File: src/rtl/instr_prefetch_queue.sv
// Instruction prefetch queue: sequential word fetches over a req/ack handshake into a
// small {pc, instruction} FIFO drained by decode; a redirect flushes and refetches.
module instr_prefetch_queue #(
  parameter int          DEPTH    = 4,
  parameter logic [31:0] RESET_PC = 32'h0000_0000
) (
  input  logic                     clk,
  input  logic                     reset,
  output logic                     imem_req,
  output logic [31:0]              imem_addr,
  input  logic                     imem_ack,
  input  logic [31:0]              imem_rdata,
  output logic                     instr_valid,
  output logic [31:0]              instr_out,
  output logic [31:0]              instr_pc,
  input  logic                     instr_ready,
  input  logic                     redirect,
  input  logic [31:0]              redirect_pc,
  output logic [$clog2(DEPTH):0]   fill_count
);

  localparam int            AW   = $clog2(DEPTH);
  localparam logic [AW:0]   FULL = (AW + 1)'(DEPTH);

  typedef enum logic [1:0] {IDLE, REQ, DISCARD} state_e;

  state_e         state_q;
  logic [31:0]    fetch_pc_q;
  logic [31:0]    pending_pc_q;
  logic [AW-1:0]  rd_q, wr_q;
  logic [AW:0]    count_q, count_d;
  logic [31:0]    pc_mem  [DEPTH];
  logic [31:0]    ins_mem [DEPTH];
  logic           push, pop;

  // NOTE: every always_comb output gets a default first so no path leaves it unassigned (no latch).
  always_comb begin
    push    = (state_q == REQ) && imem_ack && !redirect;
    pop     = (count_q != '0) && instr_ready && !redirect;
    count_d = count_q;
    if (redirect) begin
      count_d = '0;
    end else begin
      case ({push, pop})
        2'b10:   count_d = count_q + 1'b1;
        2'b01:   count_d = count_q - 1'b1;
        default: count_d = count_q;
      endcase
    end
  end

  // NOTE: sequential state uses non-blocking assignments so every register sees pre-edge values.
  always_ff @(posedge clk or negedge reset) begin
    if (!reset) begin
      state_q      <= IDLE;
      fetch_pc_q   <= RESET_PC;
      pending_pc_q <= RESET_PC;
      rd_q         <= '0;
      wr_q         <= '0;
      count_q      <= '0;
    end else begin
      count_q <= count_d;
      if (redirect) begin
        rd_q <= '0;
        wr_q <= '0;
      end else begin
        if (push) wr_q <= wr_q + 1'b1;
        if (pop)  rd_q <= rd_q + 1'b1;
      end

      case (state_q)
        IDLE: begin
          if (redirect)             fetch_pc_q <= redirect_pc;
          else if (count_q < FULL)  state_q    <= REQ;
        end
        REQ: begin
          if (imem_ack) begin
            if (redirect) begin
              fetch_pc_q <= redirect_pc;
              state_q    <= IDLE;
            end else begin
              fetch_pc_q <= fetch_pc_q + 32'd4;
              if (count_d >= FULL) state_q <= IDLE;
            end
          end else if (redirect) begin
            // The outstanding fetch must still complete; park the target until it does.
            pending_pc_q <= redirect_pc;
            state_q      <= DISCARD;
          end
        end
        DISCARD: begin
          if (imem_ack) begin
            fetch_pc_q <= redirect ? redirect_pc : pending_pc_q;
            state_q    <= IDLE;
          end else if (redirect) begin
            pending_pc_q <= redirect_pc;
          end
        end
        default: state_q <= IDLE;
      endcase
    end
  end

  // NOTE: the storage array is not reset; instr_valid gates its contents, so stale words never escape.
  always_ff @(posedge clk) begin
    if (push) begin
      pc_mem[wr_q]  <= fetch_pc_q;
      ins_mem[wr_q] <= imem_rdata;
    end
  end

  // fetch_pc only advances on a completed fetch, so it is the stale address in DISCARD too.
  assign imem_req    = (state_q == REQ) || (state_q == DISCARD);
  assign imem_addr   = imem_req ? fetch_pc_q : 32'h0;
  assign instr_valid = (count_q != '0);
  assign instr_out   = instr_valid ? ins_mem[rd_q] : 32'h0;
  assign instr_pc    = instr_valid ? pc_mem[rd_q]  : 32'h0;
  assign fill_count  = count_q;

endmodule

File: config.mk
export PLATFORM = sky130hd
export DESIGN_NAME = instr_prefetch_queue
export DESIGN_NICKNAME = d
export VERILOG_FILES = /design/src/rtl/instr_prefetch_queue.sv
export SDC_FILE = /design/constraint.sdc
export NUM_CORES = 1
export LEC_CHECK = 0
export CAP_MARGIN = 10
export CORE_MARGIN = 2
export CORE_UTILIZATION = 51
export CTS_CLUSTER_SIZE = 30
export DETAILED_ROUTE_END_ITERATION = 16
export GPL_TIMING_DRIVEN = 0
export PLACE_DENSITY = 0.84
export SLEW_MARGIN = 20
export SYNTH_ARGS = -nofsm -noshare
export SYNTH_HDL_FRONTEND = slang
export SYNTH_SLANG_ARGS = --single-unit
File: constraint.sdc
create_clock -name clk -period 3.1 [get_ports clk]
set_input_delay 0.31 -clock clk [delete_from_list [all_inputs] [get_ports clk]]
set_output_delay 0.31 -clock clk [all_outputs]
set_load 0.01 [all_outputs]
; ---- Word level (Yosys, flattened, before mapping)
; Memory sizes are Yosys's and may differ from the RTL's.
; Cells that the tools add are included.
[op_classes]
addsub = 5
magnitude_cmp = 2
eq_ne = 11
n_mux = 25
n_bitwise = 1
n_reduce_logical = 15
[ops]
columns = op, count
row1 = $mux W32, 8
row2 = $pmux W32 S3, 1
row3 = $add A32 B3 Y32 const B, 1
row4 = $mux W2, 11
row5 = $ne A2 B2 Y1 const B, 5
row6 = $pmux W2 S3, 1
row7 = $pmux W3 S2, 1
row8 = $reduce_bool A3 Y1, 2
row9 = $reduce_and A5 Y1, 1
row10 = $add A2 B1 Y2 const B, 2
row11 = $eq A2 B1 Y1 const B, 2
row12 = $eq A2 B2 Y1 const B, 2
row13 = $logic_and A1 B1 Y1, 4
row14 = $reduce_and A4 Y1, 1
row15 = $reduce_bool A2 Y1, 2
row16 = $add A3 B1 Y3 const B, 1
row17 = $ge A3 B3 Y1 const B, 1
row18 = $lt A3 B3 Y1 const B, 1
row19 = $mux W3, 1
row20 = $ne A3 B2 Y1 const B, 1
row21 = $ne A3 B3 Y1 const B, 1
row22 = $sub A3 B1 Y3 const B, 1
row23 = $logic_not A2 Y1, 1
row24 = $mux W1, 2
row25 = other kinds (5), 5
[word_totals]
regBits = 73
ram_bits = 256
in_bits = 69
output_inout_bits = 101
wordCells = 67
n_memories = 2
[memory_table]
columns = name, depth, word_bits, rd, rd_clocked_by_memory_dff, wr, line
row1 = ins_mem, 4, 32, 1, 0, 1, 33  ; logic [31:0] ins_mem [DEPTH];
row2 = pc_mem, 4, 32, 1, 0, 1, 32  ; logic [31:0] pc_mem [DEPTH];

; ---- Depth between registers and ports, before layout
[depth]
depth_word = 11
ltp_mapped = 13
depth_no_buf = 11

; ---- Worst setup path after synthesis
; No wires, ideal clock.
[synth_path]
path_kind = flip-flop to flip-flop
start = register state_q[1]
end = memory ins_mem[0][0] (enable)
setup_ns = 0.429
arrival_time_ns = 2.979
slack_ns = -0.309
stages_incl_launch_ff = 7
path_buffers = 2
period_less_slack_ns = 3.409
cell_sequence = dfrtp_1 -> inv_1 -> ha_1 -> nor2b_1 -> clkbuf_1 -> clkbuf_1 -> and3_1
[synth_between]
elab_chain_cells = 5
[synth_rtl]
columns = element, line
row1 = "start, declared", 27  ; state_e state_q;
row2 = "start signal, assigned", 55  ; state_q <= IDLE;
row3 = "start signal, assigned", 74  ; else if (count_q < FULL) state_q <= REQ;
row4 = "start signal, assigned", 80  ; state_q <= IDLE;
row5 = $eq A2 B1 Y1, 38  ; push = (state_q == REQ) && imem_ack && !redirect;
row6 = $logic_and A1 B1 Y1 (2 in a row), 38
row7 = $mux W1, 106  ; if (push) begin
row8 = $mux W1 (not written as such), 108  ; ins_mem[wr_q] <= imem_rdata;
row9 = "end, declared", 33
; No other way between the ends.

; ---- Worst setup path after layout
[layout_path]
start = register count_q[2], in the netlist fill_count[2]
end = register state_q[0]
[layout_between]
elab_chain_cells = 9
elab_cells_between_ends = 14
[layout_rtl]
columns = element, line
row1 = "start, declared", 31  ; logic [AW:0] count_q, count_d;
row2 = "start signal, assigned", 62  ; count_q <= count_d;
row3 = $reduce_bool A3 Y1, 39  ; pop = (count_q != '0) && instr_ready && !redirect;
row4 = $logic_and A1 B1 Y1 (2 in a row), 39
row5 = $eq A2 B1 Y1 / $eq A2 B2 Y1 (equally long branches), 44  ; case ({push, pop})
row6 = $pmux W3 S2, 44
row7 = $mux W3, 41  ; if (redirect) begin
row8 = $ge A3 B3 Y1, 83  ; if (count_d >= FULL) state_q <= IDLE;
row9 = $ne A3 B2 Y1 (no line), n/a
row10 = $reduce_and A5 Y1 (no line) *, n/a
row11 = "end signal, assigned", 80
row12 = "end signal, assigned", 83
row13 = "end signal, assigned", 88  ; state_q <= DISCARD;
; Mark *: on every way between the ends. The rest lies on a longest branch, timed or not.
; A chain may end at the register's enable or synchronous reset.

==> flow_metrics.tcl <==
set metrics [dict create \
    run_status "finished clean" \
    worst_slack_ps 41.4 \
    ys_async_sr_fraction_pct 22.2 \
    timing.clock.skew_ps 13.2 \
    ys_warn_count 0 \
    cts.sink_count 329 \
    route.antenna.remaining_nets 0 \
    floorplan.die.height_um 171 \
    post_dp_cell_area_sq_mm 0.0165 \
    ctsLongestPathBuffers 3 \
    maxCapViolCount 0 \
    grt_start_max_net_pins 57 \
    placeable_core_region_sq_mm 0.0276 \
    critical_path.max_fanout 13 \
    worstPathRequired_ps 3490 \
    syn_to_final_growth_pct 25.4 \
    overflow_after_grt 0 \
    clock-root-buffer "sky130_fd_sc_hd__clkbuf_16" \
    synth-seq-area-share_pct 67.2 \
    io_buffers 169 \
    cp_num_buf_inv 0 \
    cpMaxStageDelayCell "sky130_fd_sc_hd__or3_4" \
    cp_common_cell "sky130_fd_sc_hd__nor2_1" \
    first_pass_iters 6 \
    post-route-period-util_pct 98.7 \
    wirelength_um 34200 \
    clk-insertion-delay-late_ps 510 \
    synth_top_area_cell "sky130_fd_sc_hd__edfxtp_1" \
    timing.critical_path.slowest_cell_delay_ps 530 \
    detailedPlacementHpwl_um 22700 \
    clk_pin_slew_worst_paths_ps 60 \
    power_density_mw_per_mm2 873 \
    setup_violation_total_in_the_final_timing_report 0 \
    synth-simple-area-share_pct 9.43 \
    post_synth_mux_area_share_pct 12.9 \
    number_of_enable_flip_flop_cells_after_synthesis 256 \
    synth.lib_cells_used.distinct 58 \
    number_of_placed_i_o_pins 170 \
    crit_family "simple AND/OR/NAND/NOR gates" \
    die-area_sq_mm 0.0291 \
    synth_fp_nets 977 \
    arrival_ps 3450 \
    final_hold_viol_count 0 \
    drv_slew 0 \
    finalCoreUtilization_pct 64.5 \
    layout.filler_cells 1930 \
    dr_total_vias 9066 \
    number_of_global_route_vias_before_repair 8941 \
    timing.max_slew.rel_slack_pct 45.2 \
    detail_route.vias_per_cell 5.98 \
    synthAdderAreaFrac_pct 1.02 \
    post_synth_inst_count 897 \
    synth_xor_xnor_area_share_pct 0.742 \
    synth_top_area_share_pct 54.3 \
    worstSetupPathType "register to register" \
    holdCritPathClass "input port to async pin" \
    preCtsSetupSlack_ps -880 \
    drt_drc_violations_left 0 \
    tritoncts_clock_tree "built" \
    place_congestion 0.931 \
    syn_area_per_cell_sq_um 15.8 \
    timing_worst_slew_pin_value_ps 815 \
    synth_compound_gate_area_share_pct 6.77 \
    total_clock_buffers_created_by_cts 35 \
    number_of_standard_cell_rows_in_the_floorplan 61 \
    static-leakage-power_nw 6.04 \
    avgRoutedWirePerCell_um 22.6 \
    min_period_ps 3060 \
    design_area_sq_mm 0.0178 \
    synth-seq-cells 329 \
    max-vdd-ir-drop_mv 0.899 \
    layout-drive-gt1-share_pct 17.5 \
    finish.net_count 1191 \
    ys.flop_type "sky130_fd_sc_hd__edfxtp_1" \
    critical_path.cell_chain "or3_4 -> nand2_1 -> nor2_1 -> ha_4 -> fa_2 -> xnor2_2 -> or4_1 -> o211ai_1 -> nor2_1 -> o22a_1" \
    worst_setup_ep_type "register" \
    antenna_cells_inserted 0 \
    gr-usage-all-layers_pct 23.4 \
    synth_top_family_by_area "multiplexers" \
    die_w_um 171 \
    antenna_found_initial 1 \
    post_synth_instance_area_sq_mm 0.0142 \
    max_freq_mhz 327 \
    initialDrtViolationCount 995 \
    initial_utilization_pct 51.4 \
    ys_top_cells_by_area "sky130_fd_sc_hd__edfxtp_1 (54%), sky130_fd_sc_hd__dfrtp_1 (13%), sky130_fd_sc_hd__mux4_2 (10%)" \
    ctsHtreeMaxLevel 2 \
    crit_path_start_kind "register" \
    grt_first_pass_wirelength_um 51200 \
    final.hold.worst_slack_ps 212 \
]
[metal layers]
metal | global-route usage [%] | up-vias | share of wire, %
li1 | - | 3944 | -
met1 | 31.3 | 4565 | 40
met2 | 38.6 | 467 | 49
met3 | 4.77 | 88 | 8.5
met4 | 8.10 | 2 | 2.7
met5 | 0 | - | 0.023
[repair_timing]
item | CTS | global route
gates resized for setup | 31 | 16
hold endpoints to repair | 17 | 0
hold buffers | 1 | 0
pin swaps | 1 | 2
setup buffers | 2 | 3
cloned | 0 | 0
endpoints found under the setup margin | 88 | 34
[per-stage QoR]
stage          TNS, ps  instances  power [mW]
2_1_floorplan        0        897        9.06
3_3_place_gp   -259660       1444        11.1
3_5_place_dp     -7730       1449        11.3
4_1_cts          -35.8       1513        15.4
5_1_grt         -0.140       1515        16.2
6_report             0       1515        15.5
[synth_stat cells (11+ instances only)]
master	number
sky130_fd_sc_hd__edfxtp_1	256
sky130_fd_sc_hd__and2_1	91
sky130_fd_sc_hd__dfrtp_1	73
sky130_fd_sc_hd__mux4_2	64
sky130_fd_sc_hd__nor2_1	54
sky130_fd_sc_hd__o21ai_0	51
sky130_fd_sc_hd__clkbuf_1	40
sky130_fd_sc_hd__mux2_2	32
sky130_fd_sc_hd__nand2_1	21
sky130_fd_sc_hd__a21oi_1	14
sky130_fd_sc_hd__inv_1	14
sky130_fd_sc_hd__a22oi_1	13
sky130_fd_sc_hd__nand3_1	13
sky130_fd_sc_hd__a221o_1	11
sky130_fd_sc_hd__a221oi_1	11
[layout make-up]
cell class	count	area, sq um	area share [%]
multi-input cells	498	4460	25.1
plain buffers	53	278	1.56
repair buffers	180	1870	10.6
flip-flops and latches	329	9510	53.6
well taps	378	473	2.66
clock inverters	13	124	0.697
inverters	14	52.6	0.296
clock buffers	50	985	5.54
[worst paths after layout]
path	start	to	slack [ps]	depth (start not counted)
hold / removal	reset	fetch_pc_q[12]	210	2
min in group clk	imem_rdata[25]	ins_mem[2][25]	440	1
setup / recovery	fill_count[2]	state_q[0]	40	10
hold reg to reg	pending_pc_q[23]	pending_pc_q[23]	500	1
setup reg to reg	fill_count[2]	state_q[0]	40	10
max in group asynchronous	reset	rd_q[1]	2310	3
[kinds of logic after synthesis]
| logic type | Yosys count |
|---|---|
| XOR/XNOR | 12 |
| AO/OA/AOI/OAI | 140 |
| flip-flops | 329 |
| AND/OR/NAND/NOR | 236 |
| adder cells (fa/ha/maj) | 11 |
| buffers and inverters | 70 |
| multiplexers | 99 |
[flip-flops by register name, indices dropped and copies added (netlist names)]
name	cells
state_q	2
wr_q	2
pending_pc_q	32
pc_mem	128
ins_mem	128
fill_count	3
rd_q	2
fetch_pc_q	32
[cell usage in the layout, fill, tap and decap left out, types with 32 or more instances in the layout]
| master | count |
|---|---|
| sky130_fd_sc_hd__edfxtp_1 | 256 |
| sky130_fd_sc_hd__clkdlybuf4s50_1 | 168 |
| sky130_fd_sc_hd__and2_1 | 91 |
| sky130_fd_sc_hd__dfrtp_1 | 73 |
| sky130_fd_sc_hd__mux4_2 | 64 |
| sky130_fd_sc_hd__nor2_1 | 54 |
| sky130_fd_sc_hd__o21ai_0 | 51 |
| sky130_fd_sc_hd__clkbuf_1 | 39 |
| sky130_fd_sc_hd__clkbuf_16 | 37 |
| sky130_fd_sc_hd__mux2_2 | 32 |
[power breakdown]
| group | leakage [nW] | switching (mW) | total, mW | internal (mW) |
|---|---|---|---|---|
| sequential | 3.20 | 0.760 | 6.39 | 5.63 |
| clock | 0.540 | 1.63 | 4.02 | 2.39 |
| combinational | 2.29 | 2.71 | 5.11 | 2.39 |
No activity file was read; power rests on OpenSTA's default activity.
